File: config.mk
export PLATFORM = sky130hd
export DESIGN_NAME = bus_cs_wait_ctrl_flat
export DESIGN_NICKNAME = d
export VERILOG_FILES = /design/src/rtl/bus_cs_wait_ctrl_if.sv /design/src/rtl/bus_cs_wait_ctrl.sv /design/src/flat_wrapper.sv
export SDC_FILE = /design/constraint.sdc
export NUM_CORES = 1
export LEC_CHECK = 0
export ABC_AREA = 1
export CAP_MARGIN = 20
export CORE_ASPECT_RATIO = 1.4
export CORE_UTILIZATION = 30
export CTS_BUF_LIST = sky130_fd_sc_hd__clkbuf_4 sky130_fd_sc_hd__clkbuf_8
export CTS_CLUSTER_DIAMETER = 120
export DETAILED_ROUTE_END_ITERATION = 8
export HOLD_SLACK_MARGIN = 0.12
export SLEW_MARGIN = 10
export SYNTH_ARGS = -nofsm -noshare
export SYNTH_HDL_FRONTEND = slang
export SYNTH_SLANG_ARGS = --single-unit
export TNS_END_PERCENT = 5
File: constraint.sdc
create_clock -name CLK -period 3.1 [get_ports CLK]
set_input_delay 0.465 -clock CLK [delete_from_list [all_inputs] [get_ports CLK]]
set_output_delay 0.465 -clock CLK [all_outputs]
set_load 0.05 [all_outputs]
File: src/rtl/bus_cs_wait_ctrl_if.sv
// Bus-side signal bundle for bus_cs_wait_ctrl: processor strobes, latched address,
// chip selects, READY and the runtime decode-window configuration port.
interface bus_cs_wait_ctrl_if #(
    parameter int NUM_CH     = 4,
    parameter int ADDR_WIDTH = 20,
    parameter int WAIT_W     = 4
);
    // A single-channel build still needs a one-bit channel select.
    localparam int CH_W = (NUM_CH > 1) ? $clog2(NUM_CH) : 1;

    logic                  ALE;
    logic                  IOM;
    logic                  RD_N;
    logic                  WR_N;
    logic [ADDR_WIDTH-1:0] BUS_ADDR;

    logic                  CFG_WE;
    logic [CH_W-1:0]       CFG_CH;
    logic [ADDR_WIDTH-1:0] CFG_BASE;
    logic [ADDR_WIDTH-1:0] CFG_MASK;
    logic                  CFG_IOM;
    logic [WAIT_W-1:0]     CFG_WAIT;
    logic                  CFG_EN;

    logic [ADDR_WIDTH-1:0] ADDRESS;
    logic [NUM_CH-1:0]     CS;
    logic                  READY;
    logic                  NO_HIT;
    logic                  MULTI_HIT;

    modport master (
        output ALE, IOM, RD_N, WR_N, BUS_ADDR,
        output CFG_WE, CFG_CH, CFG_BASE, CFG_MASK, CFG_IOM, CFG_WAIT, CFG_EN,
        input  ADDRESS, CS, READY, NO_HIT, MULTI_HIT
    );

    modport slave (
        input  ALE, IOM, RD_N, WR_N, BUS_ADDR,
        input  CFG_WE, CFG_CH, CFG_BASE, CFG_MASK, CFG_IOM, CFG_WAIT, CFG_EN,
        output ADDRESS, CS, READY, NO_HIT, MULTI_HIT
    );
endinterface

File: src/rtl/bus_cs_wait_ctrl.sv
// 8088 bus address decoder and wait-state generator with NUM_CH programmable windows.
// Define BUS_CS_ERRCNT_EN to add the saturating 16-bit ERR_COUNT decode-error counter.
module bus_cs_wait_ctrl #(
    parameter int NUM_CH     = 4,
    parameter int ADDR_WIDTH = 20,
    parameter int WAIT_W     = 4
) (
    input  logic              CLK,
    input  logic              RESET_N,
    bus_cs_wait_ctrl_if.slave bus
`ifdef BUS_CS_ERRCNT_EN
    ,
    output logic [15:0]       ERR_COUNT
`endif
);

    typedef enum logic [2:0] {
        S_IDLE,
        S_ADDR,
        S_DECODED,
        S_WAIT,
        S_DATA
    } state_t;

    state_t state_q, state_d;

    logic [ADDR_WIDTH-1:0] cfg_base [NUM_CH];
    logic [ADDR_WIDTH-1:0] cfg_mask [NUM_CH];
    logic [WAIT_W-1:0]     cfg_wait [NUM_CH];
    logic [NUM_CH-1:0]     cfg_iom;
    logic [NUM_CH-1:0]     cfg_en;

    logic [ADDR_WIDTH-1:0] address_q;
    logic [NUM_CH-1:0]     cs_q;
    logic [WAIT_W-1:0]     wait_cnt_q;
    logic                  no_hit_q;
    logic                  multi_hit_q;

    logic [NUM_CH-1:0]     match;
    logic [NUM_CH-1:0]     sel_cs;
    logic [WAIT_W-1:0]     sel_wait;
    logic                  hit_none;
    logic                  hit_multi;
    logic                  strobes_idle;
    logic                  do_decode;
    logic                  cnt_dec;

    assign strobes_idle = bus.RD_N & bus.WR_N;

    // Window compare against the latched address; lowest matching index wins.
    always_comb begin
        // NOTE: every signal written here gets a default first, otherwise the
        // paths that skip an assignment infer a latch.
        match    = '0;
        sel_cs   = '0;
        sel_wait = '0;
        for (int i = 0; i < NUM_CH; i++) begin
            match[i] = cfg_en[i] & (bus.IOM == cfg_iom[i]) &
                       ((address_q & cfg_mask[i]) == cfg_base[i]);
        end
        for (int i = NUM_CH - 1; i >= 0; i--) begin
            if (match[i]) begin
                sel_cs    = '0;
                sel_cs[i] = 1'b1;
                sel_wait  = cfg_wait[i];
            end
        end
        hit_none  = (match == '0);
        hit_multi = ($countones(match) > 1);
    end

    always_ff @(posedge CLK) begin
        if (!RESET_N) begin
            state_q <= S_IDLE;
        end else begin
            state_q <= state_d;
        end
    end

    // ALE overrides every state so a new bus cycle can never be missed.
    always_comb begin
        state_d   = state_q;
        do_decode = 1'b0;
        cnt_dec   = 1'b0;
        if (bus.ALE) begin
            state_d = S_ADDR;
        end else begin
            unique case (state_q)
                S_IDLE: state_d = S_IDLE;
                S_ADDR: begin
                    do_decode = 1'b1;
                    state_d   = S_DECODED;
                end
                S_DECODED: begin
                    if (!strobes_idle) begin
                        state_d = ((wait_cnt_q != '0) && (cs_q != '0)) ? S_WAIT : S_DATA;
                    end
                end
                S_WAIT: begin
                    if (strobes_idle) begin
                        state_d = S_IDLE;
                    end else if (wait_cnt_q == WAIT_W'(1)) begin
                        state_d = S_DATA;
                    end else begin
                        cnt_dec = 1'b1;
                    end
                end
                S_DATA: begin
                    if (strobes_idle) begin
                        state_d = S_IDLE;
                    end
                end
                default: state_d = S_IDLE;
            endcase
        end
    end

    // Address latch, chip selects, decode-error pulses and the wait counter.
    always_ff @(posedge CLK) begin
        // NOTE: sequential state uses non-blocking assignments so every register
        // samples pre-edge values regardless of statement order.
        if (!RESET_N) begin
            address_q   <= '0;
            cs_q        <= '0;
            wait_cnt_q  <= '0;
            no_hit_q    <= 1'b0;
            multi_hit_q <= 1'b0;
        end else begin
            no_hit_q    <= 1'b0;
            multi_hit_q <= 1'b0;
            if (bus.ALE) begin
                address_q <= bus.BUS_ADDR;
                cs_q      <= '0;
            end else if (do_decode) begin
                cs_q        <= sel_cs;
                wait_cnt_q  <= sel_wait;
                no_hit_q    <= hit_none;
                multi_hit_q <= hit_multi;
            end else if (cnt_dec) begin
                wait_cnt_q <= wait_cnt_q - WAIT_W'(1);
            end
        end
    end

    // Configuration table; a write lands on the next edge, so an in-flight
    // decode keeps the wait count it already captured.
    always_ff @(posedge CLK) begin
        if (!RESET_N) begin
            // NOTE: the table is reset explicitly because enables must be known
            // before the first decode; it stays in flops, not a RAM macro.
            for (int i = 0; i < NUM_CH; i++) begin
                cfg_base[i] <= '0;
                cfg_mask[i] <= '0;
                cfg_wait[i] <= '0;
            end
            cfg_iom <= '0;
            cfg_en  <= '0;
        end else if (bus.CFG_WE && (int'(bus.CFG_CH) < NUM_CH)) begin
            cfg_base[bus.CFG_CH] <= bus.CFG_BASE;
            cfg_mask[bus.CFG_CH] <= bus.CFG_MASK;
            cfg_wait[bus.CFG_CH] <= bus.CFG_WAIT;
            cfg_iom[bus.CFG_CH]  <= bus.CFG_IOM;
            cfg_en[bus.CFG_CH]   <= bus.CFG_EN;
        end
    end

`ifdef BUS_CS_ERRCNT_EN
    // Counts on the same edge the NO_HIT/MULTI_HIT pulse is registered.
    always_ff @(posedge CLK) begin
        if (!RESET_N) begin
            ERR_COUNT <= '0;
        end else if (do_decode && (hit_none || hit_multi) && (ERR_COUNT != 16'hFFFF)) begin
            ERR_COUNT <= ERR_COUNT + 16'd1;
        end
    end
`endif

    assign bus.ADDRESS   = address_q;
    assign bus.CS        = cs_q;
    assign bus.READY     = (state_q != S_WAIT);
    assign bus.NO_HIT    = no_hit_q;
    assign bus.MULTI_HIT = multi_hit_q;

endmodule

File: src/flat_wrapper.sv
// flat-port wrapper written by rule: the top's interface ports become plain ports
module bus_cs_wait_ctrl_flat 
#(
    parameter int NUM_CH     = 4,
    parameter int ADDR_WIDTH = 20,
    parameter int WAIT_W     = 4
)
  (CLK, RESET_N, bus_ALE, bus_IOM, bus_RD_N, bus_WR_N, bus_BUS_ADDR, bus_CFG_WE, bus_CFG_CH, bus_CFG_BASE, bus_CFG_MASK, bus_CFG_IOM, bus_CFG_WAIT, bus_CFG_EN, bus_ADDRESS, bus_CS, bus_READY, bus_NO_HIT, bus_MULTI_HIT);
  bus_cs_wait_ctrl_if #(.NUM_CH(NUM_CH), .ADDR_WIDTH(ADDR_WIDTH), .WAIT_W(WAIT_W)) bus_i ();
  input  logic CLK;
  input  logic RESET_N;
  input wire logic [$bits(bus_i.ALE)-1:0] bus_ALE;
  input wire logic [$bits(bus_i.IOM)-1:0] bus_IOM;
  input wire logic [$bits(bus_i.RD_N)-1:0] bus_RD_N;
  input wire logic [$bits(bus_i.WR_N)-1:0] bus_WR_N;
  input wire logic [$bits(bus_i.BUS_ADDR)-1:0] bus_BUS_ADDR;
  input wire logic [$bits(bus_i.CFG_WE)-1:0] bus_CFG_WE;
  input wire logic [$bits(bus_i.CFG_CH)-1:0] bus_CFG_CH;
  input wire logic [$bits(bus_i.CFG_BASE)-1:0] bus_CFG_BASE;
  input wire logic [$bits(bus_i.CFG_MASK)-1:0] bus_CFG_MASK;
  input wire logic [$bits(bus_i.CFG_IOM)-1:0] bus_CFG_IOM;
  input wire logic [$bits(bus_i.CFG_WAIT)-1:0] bus_CFG_WAIT;
  input wire logic [$bits(bus_i.CFG_EN)-1:0] bus_CFG_EN;
  output wire logic [$bits(bus_i.ADDRESS)-1:0] bus_ADDRESS;
  output wire logic [$bits(bus_i.CS)-1:0] bus_CS;
  output wire logic [$bits(bus_i.READY)-1:0] bus_READY;
  output wire logic [$bits(bus_i.NO_HIT)-1:0] bus_NO_HIT;
  output wire logic [$bits(bus_i.MULTI_HIT)-1:0] bus_MULTI_HIT;
  assign bus_i.ALE = bus_ALE;
  assign bus_i.IOM = bus_IOM;
  assign bus_i.RD_N = bus_RD_N;
  assign bus_i.WR_N = bus_WR_N;
  assign bus_i.BUS_ADDR = bus_BUS_ADDR;
  assign bus_i.CFG_WE = bus_CFG_WE;
  assign bus_i.CFG_CH = bus_CFG_CH;
  assign bus_i.CFG_BASE = bus_CFG_BASE;
  assign bus_i.CFG_MASK = bus_CFG_MASK;
  assign bus_i.CFG_IOM = bus_CFG_IOM;
  assign bus_i.CFG_WAIT = bus_CFG_WAIT;
  assign bus_i.CFG_EN = bus_CFG_EN;
  assign bus_ADDRESS = bus_i.ADDRESS;
  assign bus_CS = bus_i.CS;
  assign bus_READY = bus_i.READY;
  assign bus_NO_HIT = bus_i.NO_HIT;
  assign bus_MULTI_HIT = bus_i.MULTI_HIT;
  bus_cs_wait_ctrl #(.NUM_CH(NUM_CH), .ADDR_WIDTH(ADDR_WIDTH), .WAIT_W(WAIT_W)) u_core (.CLK(CLK), .RESET_N(RESET_N), .bus(bus_i));
endmodule
==> results of run 1 <==
-- worst min-delay path, delay by kind of cell, from the launching register on --
kind	cells	cell delay, ns
flip-flops	1	0.32
buffers and inverters	1	0.06
AO/OA/AOI/OAI	1	0.05
-- final cells by class --
cell class                 instances  share of cell area, %
clock buffer                      51                  5.109
sequential                       217                  50.26
timing repair buffer             118                  9.476
clock inverter                    15                 0.8034
multi-input combinational        705                  26.67
inverter                         102                  3.152
tap                              440                  4.532
-- logic make-up (layout without fill, tap and decap cells) --
kind of cell / count (synthesis) / count (layout)
flip-flops: 217 / 217
adder cells (fa/ha/maj): 9 / 9
AO/OA/AOI/OAI: 68 / 68
AND/OR/NAND/NOR: 599 / 599
XOR/XNOR: 29 / 29
buffers and inverters: 131 / 286
-- report_power, final --
part	switching, W	total (W)	internal [W]
clock	0.00116	0.00254	0.00138
sequential	0.000118	0.00348	0.00336
combinational	0.000458	0.000719	0.000261
total	0.00173	0.00674	0.00501
-- cell usage after synthesis (5+ instances only) --
cell and count:
nand2_1 270, nor2_1 243, edfxtp_1 176, inv_1 95
dfxtp_1 41, o21ai_0 41, nand3_1 37, clkbuf_1 21
nand3b_1 20, xor2_1 19, a21oi_1 11, xnor2_1 10
ha_1 8, nand4_1 8, buf_2 7, inv_2 7
nor2_2 5, o21ai_1 5
-- flip-flops by register name, summed over array words and instances (netlist names) --
name	flops
u_core.bus.NO_HIT	1
u_core.cfg_en	4
u_core.bus.MULTI_HIT	1
u_core.bus.CS	4
u_core.cfg_mask	80
u_core.cfg_wait	16
u_core.cfg_iom	4
u_core.wait_cnt_q	4
u_core.cfg_base	80
u_core.bus.ADDRESS	20
u_core.state_q	3
-- metal layers --
| metal | wire length (um) | global-route usage [%] |
|---|---|---|
| met1 | 10140 | 18.02 |
| met2 | 13570 | 29.08 |
| met3 | 1501 | 3.019 |
| met4 | 852 | 6.601 |
| met5 | 0 | 0 |
-- per-stage QoR --
stage	instances	cell area [um2]	utilization, %	hold slack (ns)
floorplan	1053	9839	-	0.4240
global placement	1582	11430	35.38	0.4512
detailed placement	1582	11430	35.38	0.4509
CTS	1648	12150	37.61	0.4643
global route	1648	12150	37.61	0.4994
finish	1648	12150	37.61	0.4714
-- path summary, 6_finish.rpt --
| kind | from | endpoint | slack [ns] | cells past startpoint |
|---|---|---|---|---|
| setup / recovery | u_core.bus.ADDRESS[16]$_SDFFE_PN0P_ | u_core.bus.MULTI_HIT$_SDFF_PP0_ | 0.54 | 13 |
| hold / removal | u_core.cfg_en[3]$_SDFFE_PN0P_ | u_core.cfg_en[3]$_SDFFE_PN0P_ | 0.47 | 2 |
| setup reg to reg | u_core.bus.ADDRESS[16]$_SDFFE_PN0P_ | u_core.bus.MULTI_HIT$_SDFF_PP0_ | 0.54 | 13 |
| hold reg to reg | u_core.cfg_en[3]$_SDFFE_PN0P_ | u_core.cfg_en[3]$_SDFFE_PN0P_ | 0.47 | 2 |
==> summary.md, run 1 <==
| Metric | Value |
|---|---|
| Setup TNS Final | `0 ns` |
| CTS clk-pin slew, worst paths | `0.06 ns` |
| DR vias | `7317` |
| Die width | `155.1 um` |
| Grt ovf | `0` |
| Post-synth top flop | `edfxtp_1` |
| Iteration-0 DRC Markers | `451` |
| Asr flop ratio synth | `0%` |
| H-Tree Depth | `2` |
| Critical path cell sequence | `nand2_1 -> xnor2_1 -> nor2_1 -> nand2_1 -> nor2_1 -> nand2_1 -> nor2_4 -> ha_1 -> inv_1 -> nor2_1 -> fa_1 -> nor2_1 -> nor2_1` |
| Element type at the critical path end | `register` |
| Largest family of logic cells by synthesized area | `simple AND/OR/NAND/NOR gates` |
| Vias in the first global route | `7195` |
| Initial antenna violation count | `1` |
| Clock buffer count from CTS | `36` |
| Warnings from Yosys | `0` |
| Status | `completed` |
| DRT Pass-1 Iters | `5` |
| Post-layout minimum cycle time | `2.557 ns` |
| WP data required | `3.53 ns` |
| First-pass GRT wire length | `39.95 mm` |
| Syn_area_per_cell | `9.344 um2` |
| Die Height | `216.3 um` |
| PortBufs | `101` |
| Syn nets | `1137` |
| Crit path kind | `reg2reg` |
| Final Cycle Share | `82.48%` |
| Routed len/inst | `15.82 um` |
| Unrepaired setup endpoints after global routing | `false` |
| Area occupied by multi-input gates | `3239 um2` |
| I/O Pins | `102` |
| Via-to-Cell Ratio | `4.440` |
| CP max stage cell | `dfxtp_1` |
| Register Area | `6106 um2` |
| Top cells by area, synth | `edfxtp_1, nand2_1, nor2_1` |
| Final Max Slew Viols | `0` |
| Post-synth top area share | `53.71%` |
| Hold buffers post-CTS | `0` |
| Setup Fix Bufs, Post-CTS | `0` |
| Synth cell types | `34` |
| Area leader, netlist | `edfxtp_1` |
| Final setup violation count | `0` |
| HP Class | `reg2reg` |
| Final nets | `1264` |
| Final Hold Fails | `0` |
| Site row count | `78` |
| Crit path launch type | `register` |
| Crit path buf inv count | `1` |
| Ant. Diodes | `0` |
| Cells after Synth | `1053` |
| Die footprint | `33540 um2` |
| Simple-gate share of the synthesized area | `25.25%` |
| Adder-Cell Fraction of Synth Area | `1.221%` |
| Relative slew slack | `54.93%` |
| Worst path max stage delay | `0.49 ns` |
| CTS tree | `built` |
| Remaining antenna violation count after routing | `0` |
| CTS sink cnt | `217` |
| Crit path max fanout | `8` |
| DP Wirelength | `18.38 mm` |
| Dpl ws | `0.2205 ns` |
| Compound-Gate Fraction of Synth Area | `3.764%` |
| Pleak | `4.905 nW` |
| Largest net degree at the start of global routing | `45` |
| Most common cell after layout, fill and taps aside | `nand2_1` |
| Commonest cells after routing, fill and taps aside | `nand2_1, nor2_1, edfxtp_1` |
| Post-Synth XOR/XNOR Area | `2.581%` |
| Fillers | `3261` |
| CP delay by family, top | `simple AND/OR/NAND/NOR gates` |
| Mapped cell area | `9839 um2` |
| Worst-margin pin slew | `0.6760 ns` |
| Placeable Area | `32300 um2` |
| Ratio of cells with drive above 1 in the final layout | `9.106%` |
| Clock latency on the worst-skew pair | `0.53 ns` |
| Max Cap Viol | `0` |
| Critical Path AT | `2.98 ns` |
| RD Place Congestion | `0.8150` |
| Final wirelength | `26.07 mm` |
| Cell mode on critical path | `nor2_1` |
| Clock Path Buffers | `3` |
| Pwr Total | `0.006742 W` |
| FMAX | `391.1 MHz` |
| Flops & latches, synth | `217` |
| Sequential fraction of the synthesis area | `62.05%` |
| DRC viols | `0` |
| Final setup margin | `0.5433 ns` |
| All-Layer GR Usage | `15.94%` |
| P&R area growth vs syn | `23.46%` |
| Initial Utilization | `30.46%` |
| Post-CTS sizing | `0` |
| Peak supply drop | `0.0002236 V` |
| Mux share of post-synthesis cell area | `0%` |
| PwrDens | `555.0 nW/um2` |
| Root buffer cell | `clkbuf_8` |
| EDFF count, synth | `176` |
| Layout Skew | `0.01164 ns` |
No activity file was read; power rests on OpenSTA's default activity.
==> inputs of run 2 (changes only) <==
==> constraint.sdc (replaced) <==
create_clock -name CLK -period 2.66 [get_ports CLK]
set_input_delay 0.399 -clock CLK [delete_from_list [all_inputs] [get_ports CLK]]
set_output_delay 0.399 -clock CLK [all_outputs]
set_load 0.05 [all_outputs]
==> run 2 against run 1 <==
Net effect: clock skew increased by 0.0060 ns; global-route usage barely moved; non-clock buffer count is 11 higher; core utilization is 0.41 points higher; critical path depth is the same; clock power grew 17%; worst setup slack worse by 0.39 ns; critical path type unchanged; critical endpoint unchanged; highest routed layer unchanged.
==> summary.md, run 2 (synthesis gave the netlist of run 1 again) <==
| Metric | Value |
|---|---|
| CP max stage cell | `dfxtp_1` |
| HP Class | `in2reg` |
| CTS clk-pin slew, worst paths | `0.07 ns (about the same)` |
| Final setup violation count | `0 (unchanged)` |
| Worst-margin pin slew | `0.6668 ns (-0.009155 ns)` |
| Crit path launch type | `register` |
| Worst hold path startpoint | `bus_BUS_ADDR[16]` |
| GR Layer Usage met2 | `29.01% (-0.075 points)` |
| Die footprint | `33540 um2 (unchanged)` |
| GR met3 Demand/Resource | `3.099% (+0.080 points)` |
| Final Cycle Share | `94.18% (+12 points)` |
| Setup TNS Final | `0 ns (unchanged)` |
| All-Layer GR Usage | `15.95% (about the same)` |
| Site row count | `78 (unchanged)` |
| Post-layout minimum cycle time | `2.505 ns (-0.05159 ns)` |
| Remaining antenna violation count after routing | `0 (unchanged)` |
| Worst path max stage delay | `0.48 ns (about the same)` |
| Crit path max fanout | `8 (unchanged)` |
| Pwr Total | `0.007870 W (+17%)` |
| RD Place Congestion | `0.8283 (+1.6%)` |
| PwrDens | `640.9 nW/um2 (+15%)` |
| Final nets | `1275 (+0.87%)` |
| Final Max Slew Viols | `0 (unchanged)` |
| Final Hold Fails | `0 (unchanged)` |
| CP delay by family, top | `simple AND/OR/NAND/NOR gates` |
| Fin area | `12280 um2 (+1.1%)` |
| DP Wirelength | `18.51 mm (+0.68%)` |
| Cell mode on critical path | `nor2_1` |
| Vias in the first global route | `7418 (+3.1%)` |
| Unrepaired setup endpoints after global routing | `false` |
| Grt ovf | `0 (unchanged)` |
| H-Tree Depth | `2 (unchanged)` |
| Sw frac | `25.27% (-0.45 points)` |
| Largest net degree at the start of global routing | `45 (unchanged)` |
| Sequential Power Share | `51.6% (about the same)` |
| Critical Path AT | `2.93 ns (-0.05 ns)` |
| Die width | `155.1 um (unchanged)` |
| FMAX | `399.2 MHz (+2.1%)` |
| Hold worst-path end | `u_core.bus.ADDRESS[16]$_SDFFE_PN0P_` |
| Setup slack, reg-to-reg | `0.15 ns (-0.39 ns)` |
| DRC viols | `0 (unchanged)` |
| Die Height | `216.3 um (unchanged)` |
| Layout Skew | `0.01763 ns (+0.005987 ns)` |
| Relative slew slack | `55.54% (+0.61 points)` |
| Initial antenna violation count | `1 (unchanged)` |
| DR vias | `7382 (+0.89%)` |
| GR Layer Usage met1 | `17.47% (-0.54 points)` |
| Via-to-Cell Ratio | `4.455 (+0.34%)` |
| Crit path kind | `reg2reg` |
| Peak supply drop | `0.0002369 V (+5.9%)` |
| WP data required | `3.08 ns (-0.45 ns)` |
| Max Cap Viol | `0 (unchanged)` |
| DRT Pass-1 Iters | `4 (-1)` |
| Reg2reg end | `u_core.bus.MULTI_HIT$_SDFF_PP0_` |
| Element type at the critical path end | `register` |
| Root buffer cell | `clkbuf_8` |
| Clock power frac | `37.6% (about the same)` |
| Clock latency on the worst-skew pair | `0.53 ns (about the same)` |
| Final Core Density | `38.01% (+0.41 points)` |
| Most common cell after layout, fill and taps aside | `nand2_1` |
| Commonest cells after routing, fill and taps aside | `nand2_1, nor2_1, edfxtp_1` |
| I/O Pins | `102 (unchanged)` |
| Pleak | `4.984 nW (+1.6%)` |
| Sw Pwr | `0.001989 W (+15%)` |
| Placeable Area | `32300 um2 (unchanged)` |
| Routed len/inst | `15.84 um (+0.17%)` |
| PortBufs | `101 (unchanged)` |
| Clock Path Buffers | `3 (unchanged)` |
| Status | `completed` |
| CTS sink cnt | `217 (unchanged)` |
| Area after DPL | `11550 um2 (+1.1%)` |
| Worst reg-to-reg path cell count | `13 (unchanged)` |
| Comb pwr share | `10.8% (about the same)` |
| Hold Worst Slack | `0.4594 ns (-0.01200 ns)` |
| CTS tree | `built` |
| Initial Utilization | `30.46% (unchanged)` |
| First-pass GRT wire length | `40.10 mm (+0.38%)` |
| P&R area growth vs syn | `24.80%` |
| Final wirelength | `26.25 mm (+0.72%)` |
| Most Crowded Layer GR | `met2` |
| Iteration-0 DRC Markers | `404 (-10%)` |
| R2r startpoint | `u_core.bus.ADDRESS[16]$_SDFFE_PN0P_` |
| Crit path buf inv count | `1 (unchanged)` |
| Clock buffer count from CTS | `36 (unchanged)` |
| P_int | `0.005882 W (+17%)` |
| Critical path cell sequence | `nand2_1 -> xnor2_1 -> nor2_1 -> nand2_1 -> nor2_1 -> nand2_1 -> nor2_4 -> ha_1 -> inv_1 -> nor2_1 -> fa_1 -> nor2_1 -> nor2_1` |
| Hold path cells | `3 (+1)` |
| Ratio of cells with drive above 1 in the final layout | `10.20% (+1.1 points)` |
==> run 2: changes by cell type in the layout (fill, tap and decap cells not counted), sizes merged <==
cell / previous run / this run
buf: 17 / 28
clkinvlp: 2 / 0
clkbuf: 51 / 52
diode: 0 / 1
clkinv: 12 / 10
==> run 2: worst max path at each step <==
stage	startpoint	endpoint	slack, ns	cells past startpoint
after floorplan	u_core.bus.ADDRESS[19]$_SDFFE_PN0P_	u_core.bus.MULTI_HIT$_SDFF_PP0_	0.14	13
after global placement	bus_IOM	u_core.bus.MULTI_HIT$_SDFF_PP0_	0.005	14
after detailed placement	bus_IOM	u_core.bus.MULTI_HIT$_SDFF_PP0_	-0.09	14
after CTS	u_core.bus.ADDRESS[10]$_SDFFE_PN0P_	u_core.bus.MULTI_HIT$_SDFF_PP0_	0.1	13
after global routing	u_core.bus.ADDRESS[6]$_SDFFE_PN0P_	u_core.bus.MULTI_HIT$_SDFF_PP0_	0.005	11
final	u_core.bus.ADDRESS[16]$_SDFFE_PN0P_	u_core.bus.MULTI_HIT$_SDFF_PP0_	0.15	13
==> run 2: layout make-up <==
class                   count  area, um2
flip-flops and latches    217       6111
repair buffers            129       1271
clock inverters            11      73.82
well taps                 440      550.5
diodes                      1      2.502
inverters                 102      382.9
clock buffers              52      640.6
multi-input cells         705       3247
fillers                  3221      20020
==> run 2: layer usage <==
| metal | wire [um] | part of all wire, % |
|---|---|---|
| met1 | 10210 | 39 |
| met2 | 13650 | 52 |
| met3 | 1306 | 5.0 |
| met4 | 1082 | 4.1 |
| met5 | 0 | 0 |
==> run 2: repair_timing <==
item	CTS	global route
hold buffers	0	0
resized for setup	0	6
buffers inserted	0	0
endpoints found under the setup margin	0	1
==> run 2: worst min-delay path, delay by kind of cell <==
family / cells / cell delay, ns
buf+inv: 1 / 0.40
simple gates: 2 / 0.15
==> run 2: stage by stage <==
stage          cells  worst slack, ns
2_1_floorplan   1053           0.1369
3_3_place_gp    1593         0.005307
3_5_place_dp    1593         -0.08872
4_1_cts         1656          0.09626
5_1_grt         1656         0.004921
6_report        1657           0.1549
==> run 2: power groups by stage <==
stage               clock network, W  registers, W  logic, W
floorplan                          0       0.00417  0.000410
global placement                   0       0.00412  0.000859
detailed placement                 0       0.00413  0.000864
CTS                          0.00303       0.00406  0.000868
global route                 0.00314       0.00409  0.000937
finish                       0.00296       0.00406  0.000853
==> inputs of run 3 (changes only) <==
==> constraint.sdc (replaced) <==
create_clock -name CLK -period 2.3 [get_ports CLK]
set_input_delay 0.345 -clock CLK [delete_from_list [all_inputs] [get_ports CLK]]
set_output_delay 0.345 -clock CLK [all_outputs]
set_load 0.05 [all_outputs]
==> run 3 against run 2 <==
Net effect: the flow now finishes with violations (setup timing); largest cell class unchanged; sequential power rose by 16%; highest routed layer unchanged; design area rose by 3.8%; critical path type unchanged; critical endpoint unchanged; flip-flop and latch count did not move.
==> summary.md, run 3 (synthesis gave the netlist of run 1 again) <==
| Metric | Value |
|---|---|
| Commonest cells after routing, fill and taps aside | `nand2_1, nor2_1, edfxtp_1` |
| Placeable Area | `32300 um2 (unchanged)` |
| Vias in the first global route | `7524 (+1.4%)` |
| Largest net degree at the start of global routing | `45 (unchanged)` |
| CTS tree | `built` |
| DP Wirelength | `18.43 mm (-0.41%)` |
| Final setup margin | `-0.003396 ns (-0.1583 ns)` |
| First-pass GRT wire length | `40.70 mm (+1.5%)` |
| Layout Skew | `0.01618 ns (-0.001448 ns)` |
| Worst-margin pin slew | `0.5537 ns (-0.1132 ns)` |
| Crit path max fanout | `2 (-6)` |
| Most common cell after layout, fill and taps aside | `nand2_1` |
| Remaining antenna violation count after routing | `0 (unchanged)` |
| CTS sink cnt | `217 (unchanged)` |
| Die footprint | `33540 um2 (unchanged)` |
| Die Height | `216.3 um (unchanged)` |
| Die width | `155.1 um (unchanged)` |
| Element type at the critical path end | `register` |
| Crit path kind | `reg2reg` |
| PwrDens | `713.6 nW/um2 (+11%)` |
| DRT Pass-1 Iters | `7 (+3)` |
| Final wirelength | `26.35 mm (+0.35%)` |
| Clock buffer count from CTS | `36 (unchanged)` |
| Final Max Slew Viols | `0 (unchanged)` |
| H-Tree Depth | `2 (unchanged)` |
| Hold buffers post-CTS | `0 (unchanged)` |
| Post-Layout Cell Count | `1695 (+2.3%)` |
| Status | `finished with violations` |
| Relative slew slack | `62.97% (+7.4 points)` |
| Initial antenna violation count | `1 (unchanged)` |
| Via-to-Cell Ratio | `4.421 (-0.77%)` |
| Grt ovf | `0 (unchanged)` |
| Routed len/inst | `15.54 um (-1.9%)` |
| Initial Utilization | `30.46% (unchanged)` |
| Clock latency on the worst-skew pair | `0.54 ns (about the same)` |
| Max Cap Viol | `0 (unchanged)` |
| P&R area growth vs syn | `29.49%` |
| Setup slack, reg-to-reg | `-0.003 ns (-0.16 ns)` |
| Worst reg-to-reg path cell count | `13 (unchanged)` |
| Hold path cells | `3 (unchanged)` |
| HP Class | `in2reg` |
| RD Place Congestion | `0.8466 (+2.2%)` |
| FMAX | `434.1 MHz (+8.8%)` |
| CTS clk-pin slew, worst paths | `0.06 ns (about the same)` |
| Placed cells | `1627 (+2.1%)` |
| Peak supply drop | `0.0003061 V (+29%)` |
| Site row count | `78 (unchanged)` |
| Final Cycle Share | `100.1% (+6.0 points)` |
| Crit path launch type | `register` |
| Root buffer cell | `clkbuf_8` |
| WP data required | `2.72 ns (-0.36 ns)` |
| PortBufs | `101 (unchanged)` |
| Final setup violation count | `1 (+1)` |
| DR vias | `7493 (+1.5%)` |
| Unrepaired setup endpoints after global routing | `true` |
| All-Layer GR Usage | `16.26% (+0.31 points)` |
| Clock Path Buffers | `3 (unchanged)` |
| DRC viols | `0 (unchanged)` |
| I/O Pins | `102 (unchanged)` |
| Iteration-0 DRC Markers | `426 (+5.4%)` |
| Pleak | `5.201 nW (+4.4%)` |
| Post-layout minimum cycle time | `2.303 ns (-0.2017 ns)` |
| Setup TNS Final | `-0.003396 ns (-0.003396 ns)` |
| Fillers | `3207 (-0.43%)` |
| Ratio of cells with drive above 1 in the final layout | `16.11% (+5.9 points)` |
| Final nets | `1313 (+3.0%)` |
| Final Hold Fails | `0 (unchanged)` |
| Critical Path AT | `2.72 ns (-0.21 ns)` |
| Pwr Total | `0.009092 W (+16%)` |
| Failing checks | `setup timing` |
[run 3: worst paths after layout]
path,endpoint,start
setup / recovery,u_core.bus.MULTI_HIT$_SDFF_PP0_,u_core.cfg_mask[0][4]$_SDFFCE_PN0P_
hold / removal,u_core.bus.ADDRESS[6]$_SDFFE_PN0P_,bus_BUS_ADDR[6]
setup reg to reg,u_core.bus.MULTI_HIT$_SDFF_PP0_,u_core.cfg_mask[0][4]$_SDFFCE_PN0P_
hold reg to reg,u_core.cfg_en[3]$_SDFFE_PN0P_,u_core.cfg_en[3]$_SDFFE_PN0P_
[run 3: layout make-up]
class	count	area, um2	area share (%)
tap	440	550.5	4.321
antenna	1	2.502	0.01964
sequential	217	6161	48.35
multi-input combinational	705	3372	26.47
inverter	102	385.4	3.025
clock buffer	56	658.1	5.165
clock inverter	7	36.28	0.2848
timing repair buffer	167	1575	12.36
[run 3: repair_timing]
item                                    in CTS  in global routing
endpoints found under the setup margin       2                  2
buffers inserted                             0                  4
pin swaps                                    4                 18
gates resized for setup                      8                 40
gates cloned                                 0                  0
hold endpoints to repair                     0                  0
[run 3: per-stage QoR]
stage	worst slack, ns	utilization, %	hold WS (ns)	cell area, um2
2_1_floorplan	-0.1065	-	0.4240	9867
3_3_place_gp	-0.2872	36.66	0.4494	11840
3_5_place_dp	-0.3891	36.66	0.4547	11840
4_1_cts	0.0003650	38.88	0.3616	12560
5_1_grt	-0.1304	39.44	0.3779	12740
6_report	-0.003396	39.44	0.3904	12740
[run 3: power breakdown]
group | switching (W) | internal (W)
clock | 0.00151 | 0.00182
combinational | 0.000657 | 0.000426
sequential | 0.000153 | 0.00453
[run 3: per-layer routing]
metal | up-vias | wire length (um) | track usage, %
met1 | 3504 | 10190 | 17.73
met3 | 60 | 1284 | 2.959
met5 | - | 0 | 0
li1 | 3755 | - | -
met4 | 0 | 984 | 7.789
met2 | 174 | 13890 | 30.03
[run 3: worst max-delay path, stage by stage (launching register included)]
cell and delay [ns]:
edfxtp_1 0.38, nand2_1 0.08, xor2_1 0.14, buf_4 0.14, nand4_1 0.14, nor2_4 0.19
nand2_2 0.08, nor2_4 0.14, ha_4 0.21, inv_4 0.05, nor2_4 0.03, fa_1 0.43
nor2_1 0.12, nor2_1 0.05
